`config.mk`:
```
export PLATFORM = sky130hd
export DESIGN_NAME = timer_bus_master
export DESIGN_NICKNAME = d
export VERILOG_FILES = /design/src/rtl/timer_bus_master.sv
export SDC_FILE = /design/constraint.sdc
export NUM_CORES = 1
export LEC_CHECK = 0
export CORE_MARGIN = 2
export CORE_UTILIZATION = 56
export CTS_CLUSTER_DIAMETER = 40
export DETAILED_ROUTE_END_ITERATION = 8
export PLACE_DENSITY = 0.93
export SKIP_CTS_REPAIR_TIMING = 1
export SYNTH_ARGS = -nofsm -noshare
export SYNTH_HDL_FRONTEND = slang
export SYNTH_SLANG_ARGS = --single-unit
```
`constraint.sdc`:
```
create_clock -name clk -period 7.1 [get_ports clk]
set_clock_uncertainty 0.15 [all_clocks]
set_input_delay 1.065 -clock clk [delete_from_list [all_inputs] [get_ports clk]]
set_output_delay 1.065 -clock clk [all_outputs]
set_load 0.005 [all_outputs]
```
`src/rtl/timer_bus_master.sv`:
```
// timer_bus_master: turns READ_TIME / WRITE_CMP / WRITE_MSIP commands into 32-bit
// timer-block bus accesses, with a tear-free MTIME read and a glitch-free MTIMECMP update.
module timer_bus_master #(
  parameter logic [31:0] BASE      = 32'h1100_0000,
  parameter int          TIMEOUT   = 255,
  parameter int          MAX_RETRY = 3
) (
  input  logic        clk,
  input  logic        resetn,
  input  logic        cmd_valid,
  output logic        cmd_ready,
  input  logic [1:0]  cmd_op,
  input  logic [63:0] cmd_wdata,
  output logic        rsp_valid,
  output logic [63:0] rsp_data,
  output logic        rsp_err,
  output logic        valid,
  output logic [31:0] addr,
  output logic [3:0]  wmask,
  output logic [31:0] wdata,
  input  logic [31:0] rdata,
  input  logic        ready
);

  localparam int WCW = ($clog2(TIMEOUT + 1) > 8) ? $clog2(TIMEOUT + 1) : 8;
  localparam int RCW = $clog2(MAX_RETRY + 1) + 1;
  localparam logic [WCW-1:0] WAIT_LAST = WCW'(TIMEOUT - 1);
  localparam logic [RCW-1:0] RETRY_MAX = RCW'(MAX_RETRY);

  localparam logic [1:0] OP_READ = 2'b00;
  localparam logic [1:0] OP_CMP  = 2'b01;
  localparam logic [1:0] OP_MSIP = 2'b10;
  localparam logic [1:0] OP_RSVD = 2'b11;

  localparam logic [31:0] OFF_MSIP    = 32'h0000_0000;
  localparam logic [31:0] OFF_CMP_L   = 32'h0000_4000;
  localparam logic [31:0] OFF_CMP_H   = 32'h0000_4004;
  localparam logic [31:0] OFF_MTIME_L = 32'h0000_BFF8;
  localparam logic [31:0] OFF_MTIME_H = 32'h0000_BFFC;

  typedef enum logic [2:0] {IDLE, REQ, GAP, CHECK, RESP} state_t;

  state_t          state_q, state_d;
  logic [1:0]      step_q, step_d;
  logic [1:0]      op_q;
  logic [63:0]     data_q;
  logic [31:0]     h1_q, lo_q, h2_q;
  logic [RCW-1:0]  retry_q;
  logic [WCW-1:0]  wait_q;
  logic            start_access, finish, fin_err;
  logic [63:0]     fin_data;
  logic [1:0]      acc_op;
  logic [63:0]     acc_src;
  logic [31:0]     acc_addr, acc_wdata;
  logic [3:0]      acc_wmask;

  assign cmd_ready = (state_q == IDLE);
  assign rsp_valid = (state_q == RESP);

  always_comb begin
    state_d      = state_q;
    step_d       = step_q;
    start_access = 1'b0;
    finish       = 1'b0;
    fin_err      = 1'b0;
    fin_data     = '0;
    case (state_q)
      IDLE: if (cmd_valid) begin
        step_d = '0;
        if (cmd_op == OP_RSVD) begin
          state_d = RESP;
          finish  = 1'b1;
          fin_err = 1'b1;
        end else begin
          state_d      = REQ;
          start_access = 1'b1;
        end
      end
      // Ready wins over timeout when both land on the last wait cycle.
      REQ: if (ready) begin
        state_d = GAP;
      end else if (wait_q == WAIT_LAST) begin
        state_d = RESP;
        finish  = 1'b1;
        fin_err = 1'b1;
      end
      GAP: if (op_q == OP_READ && step_q == 2'd2) begin
        state_d = CHECK;
      end else if (op_q != OP_MSIP && step_q != 2'd2) begin
        state_d      = REQ;
        step_d       = step_q + 2'd1;
        start_access = 1'b1;
      end else begin
        state_d = RESP;
        finish  = 1'b1;
      end
      CHECK: if (h2_q == h1_q) begin
        state_d  = RESP;
        finish   = 1'b1;
        fin_data = {h1_q, lo_q};
      end else if (retry_q == RETRY_MAX) begin
        state_d = RESP;
        finish  = 1'b1;
        fin_err = 1'b1;
      end else begin
        state_d      = REQ;
        step_d       = 2'd1;
        start_access = 1'b1;
      end
      RESP:    state_d = IDLE;
      default: state_d = IDLE;
    endcase
  end

  // MTIMECMP low word is parked at all-ones first so the compare never dips low mid-update.
  always_comb begin
    acc_op    = (state_q == IDLE) ? cmd_op : op_q;
    acc_src   = (state_q == IDLE) ? cmd_wdata : data_q;
    acc_addr  = BASE + OFF_MTIME_H;
    acc_wmask = 4'h0;
    acc_wdata = '0;
    case (acc_op)
      OP_READ: if (step_d == 2'd1) acc_addr = BASE + OFF_MTIME_L;
      OP_CMP: begin
        acc_wmask = 4'hF;
        case (step_d)
          2'd0: begin
            acc_addr  = BASE + OFF_CMP_L;
            acc_wdata = 32'hFFFF_FFFF;
          end
          2'd1: begin
            acc_addr  = BASE + OFF_CMP_H;
            acc_wdata = acc_src[63:32];
          end
          default: begin
            acc_addr  = BASE + OFF_CMP_L;
            acc_wdata = acc_src[31:0];
          end
        endcase
      end
      OP_MSIP: begin
        acc_addr  = BASE + OFF_MSIP;
        acc_wmask = 4'hF;
        acc_wdata = {31'b0, acc_src[0]};
      end
      default: ;
    endcase
  end

  always_ff @(posedge clk or negedge resetn) begin
    if (!resetn) state_q <= IDLE;
    else         state_q <= state_d;
  end

  always_ff @(posedge clk or negedge resetn) begin
    if (!resetn) begin
      step_q   <= '0;
      op_q     <= '0;
      data_q   <= '0;
      h1_q     <= '0;
      lo_q     <= '0;
      h2_q     <= '0;
      retry_q  <= '0;
      wait_q   <= '0;
      valid    <= 1'b0;
      addr     <= '0;
      wmask    <= '0;
      wdata    <= '0;
      rsp_data <= '0;
      rsp_err  <= 1'b0;
    end else begin
      step_q <= step_d;
      if (state_q == IDLE && cmd_valid) begin
        op_q    <= cmd_op;
        data_q  <= cmd_wdata;
        retry_q <= '0;
      end
      if (start_access) begin
        valid  <= 1'b1;
        addr   <= acc_addr;
        wmask  <= acc_wmask;
        wdata  <= acc_wdata;
        wait_q <= '0;
      end else if (state_q == REQ) begin
        if (state_d != REQ) valid <= 1'b0;
        else                wait_q <= wait_q + 1'b1;
      end
      if (state_q == REQ && ready) begin
        case (step_q)
          2'd0:    h1_q <= rdata;
          2'd1:    lo_q <= rdata;
          default: h2_q <= rdata;
        endcase
      end
      if (state_q == CHECK && state_d == REQ) begin
        h1_q    <= h2_q;
        retry_q <= retry_q + 1'b1;
      end
      if (finish) begin
        rsp_data <= fin_data;
        rsp_err  <= fin_err;
      end else if (state_q == RESP) begin
        rsp_data <= '0;
        rsp_err  <= 1'b0;
      end
    end
  end

endmodule

```
==> flow_metrics.tcl <==
set metrics [dict create \
    outcome "complete, no violations" \
    drtPass1Iterations 5 \
    worstMarginPinSlew_ps 1210 \
    grt_first_pass_wirelength_um 54100 \
    grt_max_degree 170 \
    rows 54 \
    cts.sinks 281 \
    die_y_um 153 \
    start_util_pct 56.9 \
    synthesis.area_um2 12400 \
    max_freq_ghz 0.229 \
    pin_count 238 \
    synth_area_leader_cell "dfrtp_1" \
    routed_wl_um 33400 \
    avgRoutedWirePerCell_um 19.6 \
    cp.required_ps 7390 \
    hold_slack_ps 317 \
    fillCellCount 1375 \
    gr-total-overflow 0 \
    post-route-min-period_ps 4360 \
    core_area_um2 21800 \
    p_leak_nw 7.49 \
    cts_root_buf "clkbuf_16" \
    timing_hold_violations_final 0 \
    drive_above_1_share_pct 8.43 \
    maxCapViolCount 0 \
    crit_arrival_ps 4650 \
    cts.htree.levels 2 \
    ys_warn_count 0 \
    syn_avg_cell_area_um2 10.2 \
    gp_congestion 0.889 \
    nNetsFinal 1508 \
    start_kind "flop" \
    hp-class "flop to flop" \
    grt_pass1_vias 10200 \
    cts.path.max_buffers 3 \
    port_buffers 221 \
    synth_edf_count 0 \
    rsz0062_at_grt "no" \
    viasPerCell 5.92 \
    cts_buffers 37 \
    drc 0 \
    hpwl_um 20300 \
    drv_slew 0 \
    grtUsageTotal_pct 28.5 \
    synth_top_area_share_pct 56.6 \
    clock_latency_ps 520 \
    finalCritPeriodShare_pct 61.4 \
    pre_cts_ws_ps 2930 \
    place_area_um2 14600 \
    antenna_found_initial 1 \
    endpoint_kind "flop" \
    fp.dieW_um 153 \
    path_max_fanout 65 \
    drt_iter0_drc 860 \
    yosys.cell_types.count 49 \
    synth_ff_type "dfrtp_1" \
    synthArstFlopShare_pct 100 \
    criticalPathCategory "flop to flop" \
    synth_area_leaders "dfrtp_1 (57%), nand2_1 (12%), a22o_1 (4.5%)" \
    relSlewSlack_pct 19.2 \
    area_growth_pct 28.3 \
    finalWorstSetupSlack_ps 2740 \
    setup_violations 0 \
    ys_seq_elements 281 \
    fin_tns_setup_ps 0 \
    ys_seq_area_share_pct 56.6 \
    clk_pin_slew_ps 60 \
    syn_inst 1213 \
    ir_drop_uv 253 \
    cts_tree "yes" \
    drtAntennaViolNets 0 \
    dieArea_um2 23400 \
    design_area_um2 15900 \
    p_per_area_nw_per_um2 428 \
    via_count 10100 \
]
## metal layers
| metal | global-route usage (%) | share of wire [%] | up-vias |
|---|---|---|---|
| met5 | 0 | 0 | - |
| met4 | 11.4 | 4.1 | 0 |
| met3 | 5.13 | 7.8 | 103 |
| met2 | 46.4 | 50 | 512 |
| met1 | 38.4 | 38 | 4999 |
| li1 | - | - | 4470 |
## cell type report
| type | count | area, um2 | share of cell area [%] |
|---|---|---|---|
| multi-input combinational | 829 | 4880 | 30.6 |
| tap | 280 | 350 | 2.20 |
| sequential | 281 | 7030 | 44.1 |
| clock buffer | 50 | 1070 | 6.70 |
| clock inverter | 17 | 226 | 1.42 |
| antenna | 1 | 2.50 | 0.0157 |
| inverter | 11 | 41.3 | 0.259 |
| timing repair buffer | 235 | 2330 | 14.7 |
## cells in the final DEF (no fill, tap or decap), types with 3 or more instances in the layout
cell / Yosys / routed
a21o_1: 3 / 3
a21oi_1: 7 / 7
a22o_1: 64 / 64
a22oi_1: 33 / 33
a32o_1: 31 / 31
and3_1: 4 / 4
buf_4: 31 / 13
bufinv_16: 0 / 4
clkbuf_1: 56 / 6
clkbuf_16: 0 / 39
clkbuf_8: 0 / 5
clkdlybuf4s50_1: 0 / 220
clkinv_4: 0 / 4
conb_1: 1 / 16
dfrtp_1: 281 / 281
ha_1: 11 / 11
inv_1: 10 / 10
inv_6: 0 / 4
mux2_1: 33 / 33
mux2_2: 32 / 32
mux2i_1: 3 / 3
nand2_1: 413 / 412
nand3_1: 70 / 69
nand4_1: 6 / 6
nor2_1: 20 / 17
nor4_1: 9 / 9
o21ai_0: 4 / 4
o21ai_1: 3 / 3
xor2_1: 38 / 38
## worst max-delay path, cell delays in order (launching register included)
cell and delay [ps]:
dfrtp_1 540, or3_2 530, buf_4 330, inv_2 500
buf_4 510, and2_2 230, nand2_1 80, nand3_1 480
and3_1 230, buf_4 350, a32o_1 250
## Yosys cell counts (all sizes together), types with 7 or more instances
cell type	instances
nand2	413
dfrtp	281
nand3	70
mux2	65
a22o	64
clkbuf	56
buf	51
xor2	38
a22oi	33
a32o	31
nor2	20
ha	11
inv	11
nor4	9
o21ai	8
a21oi	7
## cell families after synthesis
family,after synthesis,share of synthesized area (%)
AO/OA/AOI/OAI,158,10.8
XOR/XNOR,39,2.75
adder cells (fa/ha/maj),11,1.11
buffers and inverters,118,4.92
flip-flops,281,56.6
multiplexers,68,6.13
other,1,0.0302
AND/OR/NAND/NOR,537,17.7
## sequential cells by signal, summed over array words and instances (netlist names), 4 cells and up
name      count
rsp_data     64
h1_q         32
addr          4
data_q       64
wdata        32
h2_q         32
wait_q        8
lo_q         32
## final timing paths
kind                       slack, ps                        to  cells after the start                 start
min in group asynchronous        460       lo_q[8]$_DFFE_PN0P_                      1                resetn
max                             2740     wdata[22]$_DFFE_PN0P_                     10  state_q[1]$_DFF_PN0_
max reg2reg                     2740     wdata[22]$_DFFE_PN0P_                     10  state_q[1]$_DFF_PN0_
min reg2reg                      320  rsp_data[11]$_DFFE_PN0P_                      1  lo_q[11]$_DFFE_PN0P_
min                              320  rsp_data[11]$_DFFE_PN0P_                      1  lo_q[11]$_DFFE_PN0P_
max in group asynchronous       4940     wdata[29]$_DFFE_PN0P_                      2                resetn
## report_power, final
group          internal (mW)  switching (mW)  total (mW)
sequential              2.16           0.435        2.59
combinational          0.947            1.35        2.30
clock                   1.21           0.710        1.92
total                   4.32            2.50        6.81
## stage by stage
step,instances,utilization (%),power (mW)
2_1_floorplan,1228,-,4.01
3_3_place_gp,1636,67.1,4.66
3_5_place_dp,1636,67.1,4.81
4_1_cts,1703,73.0,6.82
5_1_grt,1704,73.0,7.20
6_report,1704,73.0,6.81
Note: power is estimated with default switching activity, not from simulation.
